--- config.mk ---
export PLATFORM = sky130hd
export DESIGN_NAME = pc_gen
export DESIGN_NICKNAME = d
export VERILOG_FILES = /design/src/rtl/pc_gen.sv
export SDC_FILE = /design/constraint.sdc
export NUM_CORES = 1
export LEC_CHECK = 0
export ABC_AREA = 1
export BUFFER_PORTS_ARGS = -buffer_cell sky130_fd_sc_hd__clkbuf_2
export CAP_MARGIN = 20
export CORE_MARGIN = 4
export CORE_UTILIZATION = 64
export CTS_CLUSTER_DIAMETER = 80
export CTS_CLUSTER_SIZE = 12
export DETAILED_ROUTE_END_ITERATION = 6
export GPL_TIMING_DRIVEN = 0
export PLACE_DENSITY = 0.9
export SYNTH_ARGS = -nofsm -noshare
export SYNTH_HDL_FRONTEND = slang
export SYNTH_SLANG_ARGS = --single-unit
--- constraint.sdc ---
create_clock -name clk -period 6.38 [get_ports clk]
set_clock_uncertainty 0.05 [all_clocks]
set_input_delay 1.595 -clock clk [delete_from_list [all_inputs] [get_ports clk]]
set_output_delay 1.595 -clock clk [all_outputs]
set_load 0.005 [all_outputs]
--- src/rtl/pc_gen.sv ---
// Fetch-stage program counter: holds the registered fetch PC, offers it over
// a valid/ready handshake and redirects on resolved control flow or returns.
module pc_gen #(
    parameter int              XLEN      = 32,
    parameter logic [XLEN-1:0] RESET_VEC = '0,
    parameter logic [XLEN-1:0] TRAP_VEC  = XLEN'(32'h0000_0100),
    parameter int              RAS_DEPTH = 4
) (
    input  logic            clk,
    input  logic            rst_n,
    input  logic            stall,
    input  logic            cf_valid,
    input  logic [1:0]      cf_type,
    input  logic            cf_push,
    input  logic [XLEN-1:0] pc_in,
    input  logic [XLEN-1:0] jump_addr,
    input  logic [XLEN-1:0] read_data,
    input  logic            if_ready,
    output logic            if_valid,
    output logic [XLEN-1:0] pc_out,
    output logic [XLEN-1:0] pc_link,
    output logic            trap_taken,
    output logic            ras_empty,
    output logic            ras_full
);

    localparam int              PW           = $clog2(RAS_DEPTH);
    localparam logic [PW:0]     RAS_FULL_CNT = (PW+1)'(RAS_DEPTH);
    localparam logic [PW:0]     CNT_ONE      = (PW+1)'(1);
    localparam logic [PW-1:0]   PTR_ONE      = PW'(1);
    localparam logic [XLEN-1:0] INSN_BYTES   = XLEN'(4);

    typedef enum logic {S_BOOT, S_RUN} state_e;

    state_e            state_q, state_d;
    logic [XLEN-1:0]   pc_q, pc_d;
    logic              trap_q, trap_d;
    logic [PW-1:0]     ras_ptr_q, ras_ptr_d;
    logic [PW:0]       ras_cnt_q, ras_cnt_d;
    logic [XLEN-1:0]   ras_mem_q [RAS_DEPTH];

    logic              ras_we;
    logic [PW-1:0]     ras_waddr;
    logic [XLEN-1:0]   ras_wdata;

    logic              redirect;
    logic              do_push;
    logic              do_pop;
    logic              ras_hit;
    logic [XLEN-1:0]   link;
    logic [XLEN-1:0]   indirect;
    logic [XLEN-1:0]   target;

    function automatic logic [XLEN-1:0] clear_lsb(input logic [XLEN-1:0] a);
        return {a[XLEN-1:1], 1'b0};
    endfunction

    assign link     = pc_in + INSN_BYTES;
    assign indirect = clear_lsb(read_data + jump_addr);
    assign redirect = cf_valid && (cf_type != 2'b00);
    assign do_push  = cf_valid && cf_push;
    assign do_pop   = cf_valid && (cf_type == 2'b11);
    assign ras_hit  = (ras_cnt_q != '0);

    // Target select: an empty return stack falls back to the indirect target.
    always_comb begin
        target = '0;
        case (cf_type)
            2'b01:   target = pc_in + jump_addr;
            2'b10:   target = indirect;
            2'b11:   target = ras_hit ? ras_mem_q[ras_ptr_q] : indirect;
            default: target = '0;
        endcase
    end

    always_comb begin
        state_d = S_RUN;
        pc_d    = pc_q;
        trap_d  = 1'b0;
        if (redirect) begin
            if (target[1:0] != 2'b00) begin
                pc_d   = TRAP_VEC;
                trap_d = 1'b1;
            end else begin
                pc_d = target;
            end
        end else if ((state_q == S_RUN) && !stall && if_ready) begin
            pc_d = pc_q + INSN_BYTES;
        end
    end

    // Push+pop swaps the top in place; a push when full overwrites the oldest slot.
    always_comb begin
        ras_ptr_d = ras_ptr_q;
        ras_cnt_d = ras_cnt_q;
        ras_we    = 1'b0;
        ras_waddr = ras_ptr_q;
        ras_wdata = link;
        if (do_push && do_pop) begin
            ras_we = 1'b1;
            if (!ras_hit) begin
                ras_cnt_d = CNT_ONE;
            end
        end else if (do_push) begin
            ras_ptr_d = ras_ptr_q + PTR_ONE;
            ras_waddr = ras_ptr_q + PTR_ONE;
            ras_we    = 1'b1;
            if (ras_cnt_q != RAS_FULL_CNT) begin
                ras_cnt_d = ras_cnt_q + CNT_ONE;
            end
        end else if (do_pop && ras_hit) begin
            ras_ptr_d = ras_ptr_q - PTR_ONE;
            ras_cnt_d = ras_cnt_q - CNT_ONE;
        end
    end

    // Register stage: control and PC state.
    always_ff @(posedge clk or negedge rst_n) begin
        if (!rst_n) begin
            state_q   <= S_BOOT;
            pc_q      <= RESET_VEC;
            trap_q    <= 1'b0;
            ras_ptr_q <= '0;
            ras_cnt_q <= '0;
        end else begin
            state_q   <= state_d;
            pc_q      <= pc_d;
            trap_q    <= trap_d;
            ras_ptr_q <= ras_ptr_d;
            ras_cnt_q <= ras_cnt_d;
        end
    end

    // Stack storage is unreachable until a push, so it carries no reset.
    always_ff @(posedge clk) begin
        if (ras_we) begin
            ras_mem_q[ras_waddr] <= ras_wdata;
        end
    end

    assign if_valid   = (state_q == S_RUN);
    assign pc_out     = pc_q;
    assign pc_link    = link;
    assign trap_taken = trap_q;
    assign ras_empty  = !ras_hit;
    assign ras_full   = (ras_cnt_q == RAS_FULL_CNT);

endmodule

# Yosys cells after proc, flatten, opt, wreduce, memory -nomap -nowiden
# Memories as Yosys holds them, arrays and structs flattened.
# Cells that the tools add are included.
[totals]
register_bits = 39
latchBits = 0
ramBits = 128
mem_bits_ro = 0
input_bits = 104
elab_cells = 59
n_memories = 1
[op_classes]
add_sub_neg = 8
n_mul = 0
div_mod_pow = 0
order_cmp = 0
n_eq_ne = 7
n_shift = 0
n_mux = 20
bitwise = 1
reduce_logical = 17
[mem_list]
columns = ["name", "words", "word_bits", "rd", "rd_ports_with_merged_regs", "wr", "line_no", "rtl"]
rows = [
  ["ras_mem_q", 4, 32, 1, 0, 1, "40", "logic [XLEN-1:0] ras_mem_q [RAS_DEPTH];"],
]
[ops]
columns = ["operator", "count"]
rows = [
  ["2-to-1 mux 32 bit", 4],
  ["one-hot mux 32 bit (3 select lines)", 1],
  ["adder 32 x 3 -> 32 bit, second input constant", 2],
  ["adder 32 bit", 2],
  ["2-to-1 mux 3 bit", 5],
  ["2-to-1 mux 2 bit", 4],
  ["nonzero test 2 bit", 4],
  ["logical AND 1 bit", 7],
  ["2-to-1 mux 1 bit", 6],
  ["nonzero test 3 bit", 2],
  ["equality test 2 bit, second input constant", 2],
  ["adder 3 x 1 -> 3 bit, second input constant", 1],
  ["equality test 3 bit, second input constant", 1],
  ["!= test 3 x 1 -> 1 bit, second input constant", 1],
  ["!= test 3 bit, second input constant", 1],
  ["AND reduction 3 bit", 1],
  ["subtractor 3 x 1 -> 3 bit, second input constant", 1],
  ["adder 2 x 1 -> 2 bit, second input constant", 1],
  ["equality test 2 x 1 -> 1 bit, second input constant", 1],
  ["zero test 1 bit", 2],
  ["!= test 2 bit, second input constant", 1],
  ["AND reduction 2 bit", 1],
  ["subtractor 2 x 1 -> 2 bit, second input constant", 1],
  ["NOT 1 bit", 1],
]

# Depth between registers and ports, before layout
[logic_depth]
word_depth = 6
depth_mapped = 16
ltp_nobuf = 16

# Worst setup path after synthesis
# Ideal clock, no wire load.
[synth_timing]
path_kind = "in2out"
from = "in pc_in[2]"
to = "out pc_link[26]"
t_arrival_ns = 2.996
setup_slack_ns = 1.739
path_stages = 10
path_buffers = 0
cell_sequence = "ha_1 -> nand3_2 -> nor2_2 -> nand2_2 -> nor3_4 -> nand3_2 -> nand3b_4 -> nor2_4 -> nand3_1 -> xor2_1"
[synth_between]
elab_chain_cells = 1
[synth_rtl]
columns = ["item", "line_no", "rtl"]
rows = [
  ["from (decl)", "15", "input logic [XLEN-1:0] pc_in,"],
  ["adder 32 x 3 -> 32 bit", "58", "assign link = pc_in + INSN_BYTES;"],
  ["to (decl)", "21", "output logic [XLEN-1:0] pc_link,"],
]
# No other way between the ends.

# Worst setup path in the final report
[layout_timing]
from = "in pc_in[2]"
to = "out pc_link[28]"
# Same word-level chain as after synthesis.

==> flow_metrics.py <==
metrics = {
    "layout": {
        "finalNonFillerCells": 2346,
        "fin_util": 0.746,
        "mostFrequentLayoutCells": "573 x nand2_1, 270 x inv_1, 197 x nor2_1, 171 x clkbuf_2, 136 x nand3_1",
        "antenna_cells": 0,
        "final_common_cell": "nand2_1",
        "areaGrowthSynthToFinish_pct": 14.5,
        "layout-drive-gt1-share": 0.132,
        "nNetsFinal": 2235,
    },
    "global_routing": {
        "grt_usage": 0.392,
        "top_usage_layer": "met2",
        "grt_pass1_wl_mm": 68.8,
        "grt_use_met1": 0.493,
        "grt_pass1_vias": 12929,
        "grt_antenna_before_repair": 0,
        "grt_start_max_net_pins": 40,
        "met2_usage": 0.651,
        "overflow": 0,
        "met3_usage": 0.0675,
    },
    "place": {
        "dp_hpwl_mm": 35.8,
        "place.gp.congestion": 1.07,
        "place_inst": 2313,
        "numPortBuffers": 171,
    },
    "outcome": {
        "status": "finished clean",
    },
    "setup_path": {
        "cp_data_arrival_time_ns": 3.90,
        "cp_max_fo": 5,
        "max_stage_delay_ns": 0.45,
        "cp_top_family": "simple AND/OR/NAND/NOR gates",
        "worstPathCellList": "clkbuf_2 > ha_1 > nand3_2 > nor2_2 > nand2_2 > nor3_4 > nand3_2 > nand3b_4 > nor2_4 > nand2_1 > xnor2_1 > clkbuf_2",
        "path_buf_inv": 2,
        "path_class": "input port to output port",
        "rrSetupSlack_ns": 3.17,
        "start_kind": "input port",
        "end_kind": "output port",
        "worstPathRequired_ns": 4.74,
        "cp_slowest_cell": "xnor2_1",
    },
    "pwr": {
        "p_int_mw": 2.33,
        "peakVddDrop_mv": 0.173,
        "p_sw_mw": 1.68,
        "power_frac_clock": 0.259,
        "seq_power_share": 0.350,
        "comb_power_share": 0.391,
        "p_leak_nw": 7.35,
        "swShare": 0.419,
        "powerDensity_nw_per_um2": 265,
        "power_mw": 4.01,
    },
    "routing": {
        "postRouteAntennaNets": 0,
        "via_per_inst": 5.97,
        "first_iter_violations": 1502,
        "route.detailed.drc": 0,
        "first_pass_iters": 6,
        "wl_per_cell_um": 19.3,
        "vias": 14010,
        "drt_wl_total_mm": 45.2,
    },
    "synth": {
        "synthSimpleGateAreaFrac": 0.333,
        "avgSynthCellArea_um2": 7.06,
        "synth_xor_area_frac": 0.0352,
        "yosysSeqAreaShare": 0.365,
        "ys_types": 54,
        "synthesis.nets": 2040,
        "ys.flop_type": "edfxtp_1",
        "synth_area_leaders": "edfxtp_1 29%, nand2_1 16%, inv_1 7.7%, dfrtp_1 7.4%, ha_1 6.2%",
        "synth_top_cell_area_share": 0.291,
        "synth_compound_area_frac": 0.107,
        "syn_area_um2": 13200,
        "yosys_warnings": 0,
        "ys_async_sr_fraction": 0.234,
        "synth_edf_count": 128,
        "synth_fa_ha_area_frac": 0.0662,
        "synth-seq-cells": 167,
        "muxShareOfSynthArea": 0,
        "syn_inst": 1868,
        "yosys.area.top_type": "edfxtp_1",
        "synth_top_family_by_area": "simple AND/OR/NAND/NOR gates",
    },
    "die": {
        "dieArea_um2": 23000,
        "io_pins": 172,
        "die_w_um": 152,
        "initial_utilization": 0.652,
        "die_h_um": 152,
        "rows": 52,
        "core-area_um2": 20200,
    },
    "clocking": {
        "cts_resized": 0,
        "holdBufCountCts": 0,
        "cts_tree": "done",
        "clock_path_buffers": 2,
        "clkSinkCount": 167,
        "clk_pin_slew_ns": 0.07,
        "post-cts-setup-buffers": 0,
        "cts_root_buf": "clkbuf_16",
        "clock_latency_ns": 0.44,
        "ctsHtreeMaxLevel": 4,
        "cts_buffers": 17,
    },
    "sta": {
        "finalCritPeriodShare": 0.869,
        "period_needed_ns": 5.54,
        "final_hold_viol_count": 0,
        "max_freq_ghz": 0.180,
        "whs_ns": 0.445,
        "drv_slew": 0,
        "tns_ns": 0,
        "max_slew.worst_pin.slew_ns": 0.766,
        "max_slew_margin": 0.484,
        "setup_viol": 0,
        "rsz0062_at_grt": "false",
    },
    "hold_path": {
        "min_path_type": "register to register",
    },
    "job": {
        "drv_cap": 0,
    },
}
-- per-stage QoR --
step	instance area, um^2	worst slack [ns]
2_1_floorplan	13200	1.74
3_3_place_gp	14400	0.938
3_5_place_dp	14500	0.911
4_1_cts	15100	0.894
5_1_grt	15100	0.723
6_report	15100	0.839
-- final cells by class --
class	instances	area, um^2
fillers	1585	5130
repair buffers	176	956
clock buffers	18	439
inverters	274	1030
flip-flops and latches	167	4820
well taps	270	338
clock inverters	14	150
plain buffers	38	194
multi-input cells	1389	7180
-- worst register-to-register path, cell delays in order (launching register included) --
cell and delay (ns):
dfrtp_1 0.47, inv_1 0.12, buf_2 0.29, buf_1 0.52, ha_1 0.34, nor2_1 0.12, a21oi_1 0.08, or2_2 0.38
nor2_4 0.26, buf_12 0.25
-- state kept, by name (all words and copies together), names as in the netlist --
name / cells
ras_mem_q: 128
pc_out: 32
ras_cnt_q: 3
ras_ptr_q: 2
if_valid: 1
trap_taken: 1
-- worst paths after layout --
kind / from / depth (start not counted) / end
worst max-delay path: pc_in[2] / 12 / pc_link[28]
worst min register to register: pc_out[1]$_DFFE_PN0P_ / 2 / pc_out[1]$_DFFE_PN0P_
worst max register to register: ras_ptr_q[0]$_DFFE_PN0P_ / 9 / ras_mem_q[0][27]$_DFFE_PP_
min in group asynchronous: rst_n / 1 / ras_ptr_q[0]$_DFFE_PN0P_
worst min-delay path: pc_out[1]$_DFFE_PN0P_ / 2 / pc_out[1]$_DFFE_PN0P_
max in group asynchronous: rst_n / 2 / pc_out[15]$_DFFE_PN0P_
-- cells in the mapped netlist (4+ instances only) --
| master | number |
|---|---|
| o21bai_1 | 5 |
| clkbuf_1 | 18 |
| nand4_1 | 28 |
| a21oi_1 | 80 |
| nand2_1 | 573 |
| a22oi_2 | 6 |
| nor2_1 | 201 |
| nand3b_1 | 11 |
| ha_1 | 65 |
| inv_1 | 270 |
| a22oi_1 | 5 |
| nand2_2 | 4 |
| edfxtp_1 | 128 |
| xnor2_1 | 15 |
| nor4_1 | 9 |
| buf_2 | 11 |
| inv_2 | 4 |
| nor3_1 | 22 |
| xor2_1 | 38 |
| nor2_4 | 5 |
| nand3_1 | 136 |
| or2_2 | 8 |
| o22ai_1 | 30 |
| dfrtp_1 | 39 |
| o21ai_0 | 92 |
| buf_6 | 4 |
| a21boi_0 | 8 |
-- cells by family after synthesis --
group                      after synthesis
DFF                                    167
xor gates and xnor gates                53
AOI/OAI and AO/OA                      244
adders and majority gates               68
buffers and inverters                  312
other                                    1
and+or+nand+nor                       1023
-- routing by layer --
metal | part of all wire | wire length [um]
met5 | 0 | 0
met3 | 0.11 | 4750
met2 | 0.46 | 21000
met1 | 0.37 | 16600
met4 | 0.062 | 2800
-- power groups by stage --
stage	logic [mW]	registers (mW)	clock network, mW
floorplan	0.944	1.40	0
global placement	1.43	1.42	0
detailed placement	1.50	1.42	0
CTS	1.51	1.40	1.03
global route	1.70	1.41	1.09
finish	1.57	1.40	1.04
Note: power is estimated with default switching activity, not from simulation.
